**src/rtl/wb_pkg.sv**
```systemverilog
// Shared types and helpers for the register-file write-back arbiter.
// Build option WB_BYPASS_EN (see wb_arbiter) does not affect anything in this package.
package wb_pkg;

  localparam int WB_ADDR_W = 5;
  localparam int WB_DATA_W = 32;
  localparam int REG_NUM   = 2 ** WB_ADDR_W;

  typedef struct packed {
    logic [WB_ADDR_W-1:0] addr;
    logic [WB_DATA_W-1:0] data;
  } wb_req_t;

  function automatic logic [REG_NUM-1:0] onehot_addr(input logic [WB_ADDR_W-1:0] a);
    logic [REG_NUM-1:0] m;
    m    = '0;
    m[a] = 1'b1;
    return m;
  endfunction

endpackage

```
**src/rtl/wb_fifo.sv**
```systemverilog
// In-order buffer for slow-unit results waiting for a free write-port cycle.
// Exposes every slot plus a per-slot valid bit so the owner can build a pending mask.
module wb_fifo
  import wb_pkg::*;
#(
  parameter int DEPTH = 2
) (
  input  logic                clk,
  input  logic                rst,
  input  logic                push_i,
  input  wb_req_t             push_data_i,
  input  logic                pop_i,
  output wb_req_t             head_o,
  output logic                full_o,
  output logic                empty_o,
  output logic [DEPTH-1:0]    ent_valid_o,
  output wb_req_t [DEPTH-1:0] ent_o
);

  localparam int PTR_W = $clog2(DEPTH);
  localparam int CNT_W = PTR_W + 1;

  logic [PTR_W-1:0]    wr_ptr_q, wr_ptr_d;
  logic [PTR_W-1:0]    rd_ptr_q, rd_ptr_d;
  logic [CNT_W-1:0]    count_q, count_d;
  wb_req_t [DEPTH-1:0] mem_q;
  logic                do_push, do_pop;
  logic [PTR_W-1:0]    off;

  assign full_o  = (count_q == CNT_W'(DEPTH));
  assign empty_o = (count_q == '0);
  assign do_push = push_i && !full_o;
  assign do_pop  = pop_i && !empty_o;
  assign head_o  = mem_q[rd_ptr_q];
  assign ent_o   = mem_q;

  always_comb begin
    wr_ptr_d = wr_ptr_q;
    rd_ptr_d = rd_ptr_q;
    count_d  = count_q;
    if (do_push) wr_ptr_d = wr_ptr_q + 1'b1;
    if (do_pop)  rd_ptr_d = rd_ptr_q + 1'b1;
    case ({do_push, do_pop})
      2'b10:   count_d = count_q + 1'b1;
      2'b01:   count_d = count_q - 1'b1;
      default: count_d = count_q;
    endcase
  end

  // A slot is live when its distance from the read pointer is below the count.
  always_comb begin
    off         = '0;
    ent_valid_o = '0;
    for (int i = 0; i < DEPTH; i++) begin
      off            = PTR_W'(i) - rd_ptr_q;
      ent_valid_o[i] = ({1'b0, off} < count_q);
    end
  end

  always_ff @(posedge clk or negedge rst) begin
    if (!rst) begin
      wr_ptr_q <= '0;
      rd_ptr_q <= '0;
      count_q  <= '0;
    end else begin
      wr_ptr_q <= wr_ptr_d;
      rd_ptr_q <= rd_ptr_d;
      count_q  <= count_d;
    end
  end

  always_ff @(posedge clk) begin
    if (do_push) mem_q[wr_ptr_q] <= push_data_i;
  end

endmodule

```
**src/rtl/wb_arbiter.sv**
```systemverilog
// Write-back arbiter: pipe results win the write port, slow results queue behind.
// Build option WB_BYPASS_EN lets a slow result skip the empty FIFO when the port is idle.
module wb_arbiter
  import wb_pkg::*;
#(
  parameter int DATA_W     = WB_DATA_W,
  parameter int ADDR_W     = WB_ADDR_W,
  parameter int FIFO_DEPTH = 2,
  parameter int STARVE_MAX = 4
) (
  input  logic                 clk,
  input  logic                 rst,
  input  logic                 p_valid,
  input  logic [ADDR_W-1:0]    p_addr,
  input  logic [DATA_W-1:0]    p_data,
  input  logic                 s_valid,
  output logic                 s_ready,
  input  logic [ADDR_W-1:0]    s_addr,
  input  logic [DATA_W-1:0]    s_data,
  output logic                 we,
  output logic [ADDR_W-1:0]    waddr,
  output logic [DATA_W-1:0]    wdata,
  output logic [2**ADDR_W-1:0] pend_mask,
  output logic                 stall_req
);

  localparam int SC_W = $clog2(STARVE_MAX + 1);

  // Handshake: the slow unit's result transfers on any clock edge where
  // s_valid && s_ready; s_ready depends only on the registered FIFO count.

  logic                     pipe_wr, s_acc, s_nz, bypass;
  logic                     fifo_push, fifo_pop, fifo_full, fifo_empty;
  wb_req_t                  s_req, head;
  wb_req_t [FIFO_DEPTH-1:0] ent;
  logic [FIFO_DEPTH-1:0]    ent_valid;

  logic              we_q, we_d;
  logic [ADDR_W-1:0] waddr_q, waddr_d;
  logic [DATA_W-1:0] wdata_q, wdata_d;
  logic [SC_W-1:0]   starve_q, starve_d;
  logic              stall_q, stall_d;

  assign pipe_wr    = p_valid && (p_addr != '0);
  assign s_ready    = !fifo_full;
  assign s_acc      = s_valid && s_ready;
  assign s_nz       = (s_addr != '0);
  assign s_req.addr = s_addr;
  assign s_req.data = s_data;

`ifdef WB_BYPASS_EN
  assign bypass = s_acc && s_nz && fifo_empty && !pipe_wr;
`else
  assign bypass = 1'b0;
`endif

  // Writes to r0 are dropped here, so they never occupy a slot.
  assign fifo_push = s_acc && s_nz && !bypass;
  assign fifo_pop  = !pipe_wr && !fifo_empty;

  wb_fifo #(
    .DEPTH(FIFO_DEPTH)
  ) u_fifo (
    .clk        (clk),
    .rst        (rst),
    .push_i     (fifo_push),
    .push_data_i(s_req),
    .pop_i      (fifo_pop),
    .head_o     (head),
    .full_o     (fifo_full),
    .empty_o    (fifo_empty),
    .ent_valid_o(ent_valid),
    .ent_o      (ent)
  );

  always_comb begin
    we_d    = 1'b0;
    waddr_d = waddr_q;
    wdata_d = wdata_q;
    if (pipe_wr) begin
      we_d    = 1'b1;
      waddr_d = p_addr;
      wdata_d = p_data;
    end else if (!fifo_empty) begin
      we_d    = 1'b1;
      waddr_d = head.addr;
      wdata_d = head.data;
    end else if (bypass) begin
      we_d    = 1'b1;
      waddr_d = s_addr;
      wdata_d = s_data;
    end
  end

  // Counts cycles the head waited because the pipe owned the port.
  always_comb begin
    starve_d = '0;
    if (!fifo_empty && !fifo_pop) begin
      starve_d = (starve_q == SC_W'(STARVE_MAX)) ? starve_q : starve_q + 1'b1;
    end
    stall_d = (starve_d == SC_W'(STARVE_MAX));
  end

  always_comb begin
    pend_mask = '0;
    for (int i = 0; i < FIFO_DEPTH; i++) begin
      if (ent_valid[i]) pend_mask = pend_mask | onehot_addr(ent[i].addr);
    end
  end

  always_ff @(posedge clk or negedge rst) begin
    if (!rst) begin
      we_q     <= 1'b0;
      waddr_q  <= '0;
      wdata_q  <= '0;
      starve_q <= '0;
      stall_q  <= 1'b0;
    end else begin
      we_q     <= we_d;
      waddr_q  <= waddr_d;
      wdata_q  <= wdata_d;
      starve_q <= starve_d;
      stall_q  <= stall_d;
    end
  end

  assign we        = we_q;
  assign waddr     = waddr_q;
  assign wdata     = wdata_q;
  assign stall_req = stall_q;

endmodule

```
**config.mk**
```make
export PLATFORM = sky130hd
export DESIGN_NAME = wb_arbiter
export DESIGN_NICKNAME = d
export VERILOG_FILES = /design/src/rtl/wb_pkg.sv /design/src/rtl/wb_fifo.sv /design/src/rtl/wb_arbiter.sv
export SDC_FILE = /design/constraint.sdc
export NUM_CORES = 1
export LEC_CHECK = 0
export BUFFER_PORTS_ARGS = -buffer_cell sky130_fd_sc_hd__buf_2
export CAP_MARGIN = 25
export CORE_ASPECT_RATIO = 0.6
export CORE_MARGIN = 4
export CORE_UTILIZATION = 50
export CTS_CLUSTER_DIAMETER = 120
export DETAILED_ROUTE_END_ITERATION = 10
export GPL_TIMING_DRIVEN = 0
export PLACE_DENSITY = 0.77
export SYNTH_ARGS = -nofsm -noshare
export SYNTH_HDL_FRONTEND = slang
export SYNTH_SLANG_ARGS = --single-unit
```
**constraint.sdc**
```tcl
create_clock -name clk -period 6.95 [get_ports clk]
set_clock_uncertainty 0.1 [all_clocks]
set_input_delay 0.695 -clock clk [delete_from_list [all_inputs] [get_ports clk]]
set_output_delay 0.695 -clock clk [all_outputs]
set_load 0.05 [all_outputs]
```
==> out/results.ini <==
[yosys]
yosys.area_share.simple=0.08653
synthAdderAreaFrac=0.007054
synth-xor-area-share=0.008229
synth_top_area_share=0.4176
synth_edf_count=74
synth-seq-cells=120
synth_top_family_by_area=multiplexers
ys_types=39
synthCells=400
synthMuxAreaShare=0.1317
synthArstFlopShare=0.3833
synth-compound-area-share=0.1011
ys_seq_area_frac=0.6339
avgSynthCellArea_um2=13.30
yosys-top-cells-area=edfxtp_1 (42%), dfrtp_1 (22%), mux2_2 (6.8%)
synth_largest_area_cell=edfxtp_1
synth_top_flop_cell=edfxtp_1
netlist_area_um2=5321
ys_warn_count=0
synth_nets=481

[clock_network]
htree_num_levels=4
clk_pin_slew_ns=0.05
cts_buffers=17
cts_root_buffer=clkbuf_16
cts_tree=built
insertion_delay_ns=0.40
clkSinkCount=120
clk_path_buf_depth=2
ctsHoldBuffers=0
postCtsSetupRepairBufs=0
cts_resized=0

[final_layout]
final_cell_mix=buf_2 (159), edfxtp_1 (74), dfrtp_1 (46)
final_common_cell=buf_2
num_antenna_cells=0
nNetsFinal=651
drive_gt1_frac=0.4082
syn_to_final_growth_pct=30.07

[critical_path]
timing.rr.start=u_fifo.count_q[0]
rr_endpoint=u_fifo.ent_o[4]
crit_path_start=u_fifo.count_q[1]
cp_max_fo=10
crit_type=register to output pin
critPathRequiredTime_ns=6.15
arrival_ns=2.35
ff2ff_path_depth=5
rrSetupSlack_ns=4.70
cp-end-kind=output pin
cp-endpoint=pend_mask[14]
critPathLaunchType=register

[power]
p_int_w=0.002001
pwr-share-clk=0.260
leakage_nw=2.880
switchingPower_w=0.001356
p_comb_frac=0.420
peakVddDrop_uv=350.8
switching_share=0.4038
fin_total_pwr_w=0.003357
power.density_nw_per_um2=485.0
seq_power_share=0.320

[global_route]
grt_pass1_vias=4049
grt_pass1_wl_mm=20.82
grt_max_degree=47
grt_antenna_before_repair=1
grt_util_all_layers=0.2227
globalRoute.totalOverflow=0

[status]
status=completed

[sta]
period_needed_ns=3.148
hold_viol=0
slew_violations=0
worst_slew_pin_slew_ns=0.7482
fin_tns_setup_ns=0
rsz0062_at_grt=false
fmax_mhz=317.6
fin_crit_sh=0.4530
relSlewSlack=0.4990
setup_viol=0

[die]
row_count=28
die_h_um=87.91
core-area_um2=10120
start_util=0.5256
die_area_um2=12410
io-pin-count=150
die_w_um=141.2

[detailed_routing]
wl_per_cell_um=18.92
drt-total-wl_mm=13.58
first_iter_violations=376
vias=4104
antenna_left=0
via_per_inst=5.716
firstDrtPassIters=6
drc_errors=0

[place]
hpwl_mm=9.605
gp_congestion=0.8300
io_buffer_count=148

[min_path]
hp-class=primary input to async pin

[job]
drv_cap=0

==> layout make-up <==
class,instances,area (um2)
sequential,120,3373
fill,755,3203
multi-input combinational,246,1795
timing repair buffer,151,815.8
clock buffer,23,478.0
tap,135,168.9
buffer,29,148.9
clock inverter,9,122.6
inverter,5,18.77
==> worst min path at each step <==
stage | cells past startpoint | slack [ns] | from | end
after floorplan | 0 | 0.30 | rst | stall_req
after detailed placement | 1 | 0.45 | u_fifo.wr_ptr_q | u_fifo.wr_ptr_q
after CTS | 1 | 0.37 | s_data[16] | u_fifo.ent_o[16]
final | 1 | 0.06 | rst | waddr[2]
after global placement | 1 | 0.38 | u_fifo.wr_ptr_q | u_fifo.wr_ptr_q
after global routing | 1 | 0.06 | rst | wdata[23]
==> layer usage <==
layer | GRT usage | wire length [um]
met2 | 0.3503 | 6273
met5 | 0 | 13
met3 | 0.09165 | 1558
met4 | 0.04837 | 112
met1 | 0.2951 | 5626
==> registers in the layout, indices dropped and copies added, names as in the netlist <==
name / cells
u_fifo.ent_o: 74
waddr: 5
stall_req: 1
u_fifo.count_q: 2
u_fifo.wr_ptr_q: 1
u_fifo.rd_ptr_q: 1
we: 1
wdata: 32
starve_q: 3
==> kinds of logic (layout without fill, tap and decap cells) <==
logic type	after synthesis	in the layout
AO/OA/AOI/OAI	86	86
XOR/XNOR	5	5
adder cells (fa/ha/maj)	3	3
flip-flops	120	120
AND/OR/NAND/NOR	86	86
buffers and inverters	34	217
multiplexers	66	66
==> per-stage QoR <==
| stage | instance area [um2] | instances | utilization | hold slack (ns) | setup WS (ns) |
|---|---|---|---|---|---|
| 3_3_place_gp | 6231 | 683 | 0.6154 | 0.3829 | 2.873 |
| 6_report | 6922 | 718 | 0.6836 | 0.06025 | 3.802 |
| 4_1_cts | 6902 | 717 | 0.6817 | 0.3663 | 3.827 |
| 2_1_floorplan | 5321 | 400 | - | 0.2994 | 3.566 |
| 5_1_grt | 6922 | 718 | 0.6836 | 0.06363 | 3.650 |
| 3_5_place_dp | 6301 | 685 | 0.6223 | 0.4467 | 4.255 |
==> critical path, cell delays in order, from the launching register on <==
cell	delay, ns
dfrtp_1	0.31
buf_2	0.19
clkbuf_1	0.42
o211ai_1	0.42
o22ai_1	0.29
buf_2	0.31
==> power by group through the flow <==
stage | clock network (W) | logic, W | registers (W)
after floorplan | 0 | 0.000700 | 0.00140
after global placement | 0 | 0.00134 | 0.00108
after detailed placement | 0 | 0.00140 | 0.00109
after CTS | 0.000885 | 0.00141 | 0.00107
after global routing | 0.000924 | 0.00151 | 0.00109
final | 0.000874 | 0.00141 | 0.00107
==> synth_stat cells (3+ instances only) <==
library cell,number
a21oi_1,34
buf_2,11
buf_6,3
clkbuf_1,14
dfrtp_1,46
edfxtp_1,74
ha_1,3
inv_1,5
mux2_2,32
mux2i_1,34
nand2_1,10
nand3_1,3
nand3b_1,9
nor2_1,14
nor3_1,35
o211ai_1,5
o22ai_1,32
o31ai_1,3
or3b_2,4
xnor2_1,4
Power figures use the tool's default switching activity.
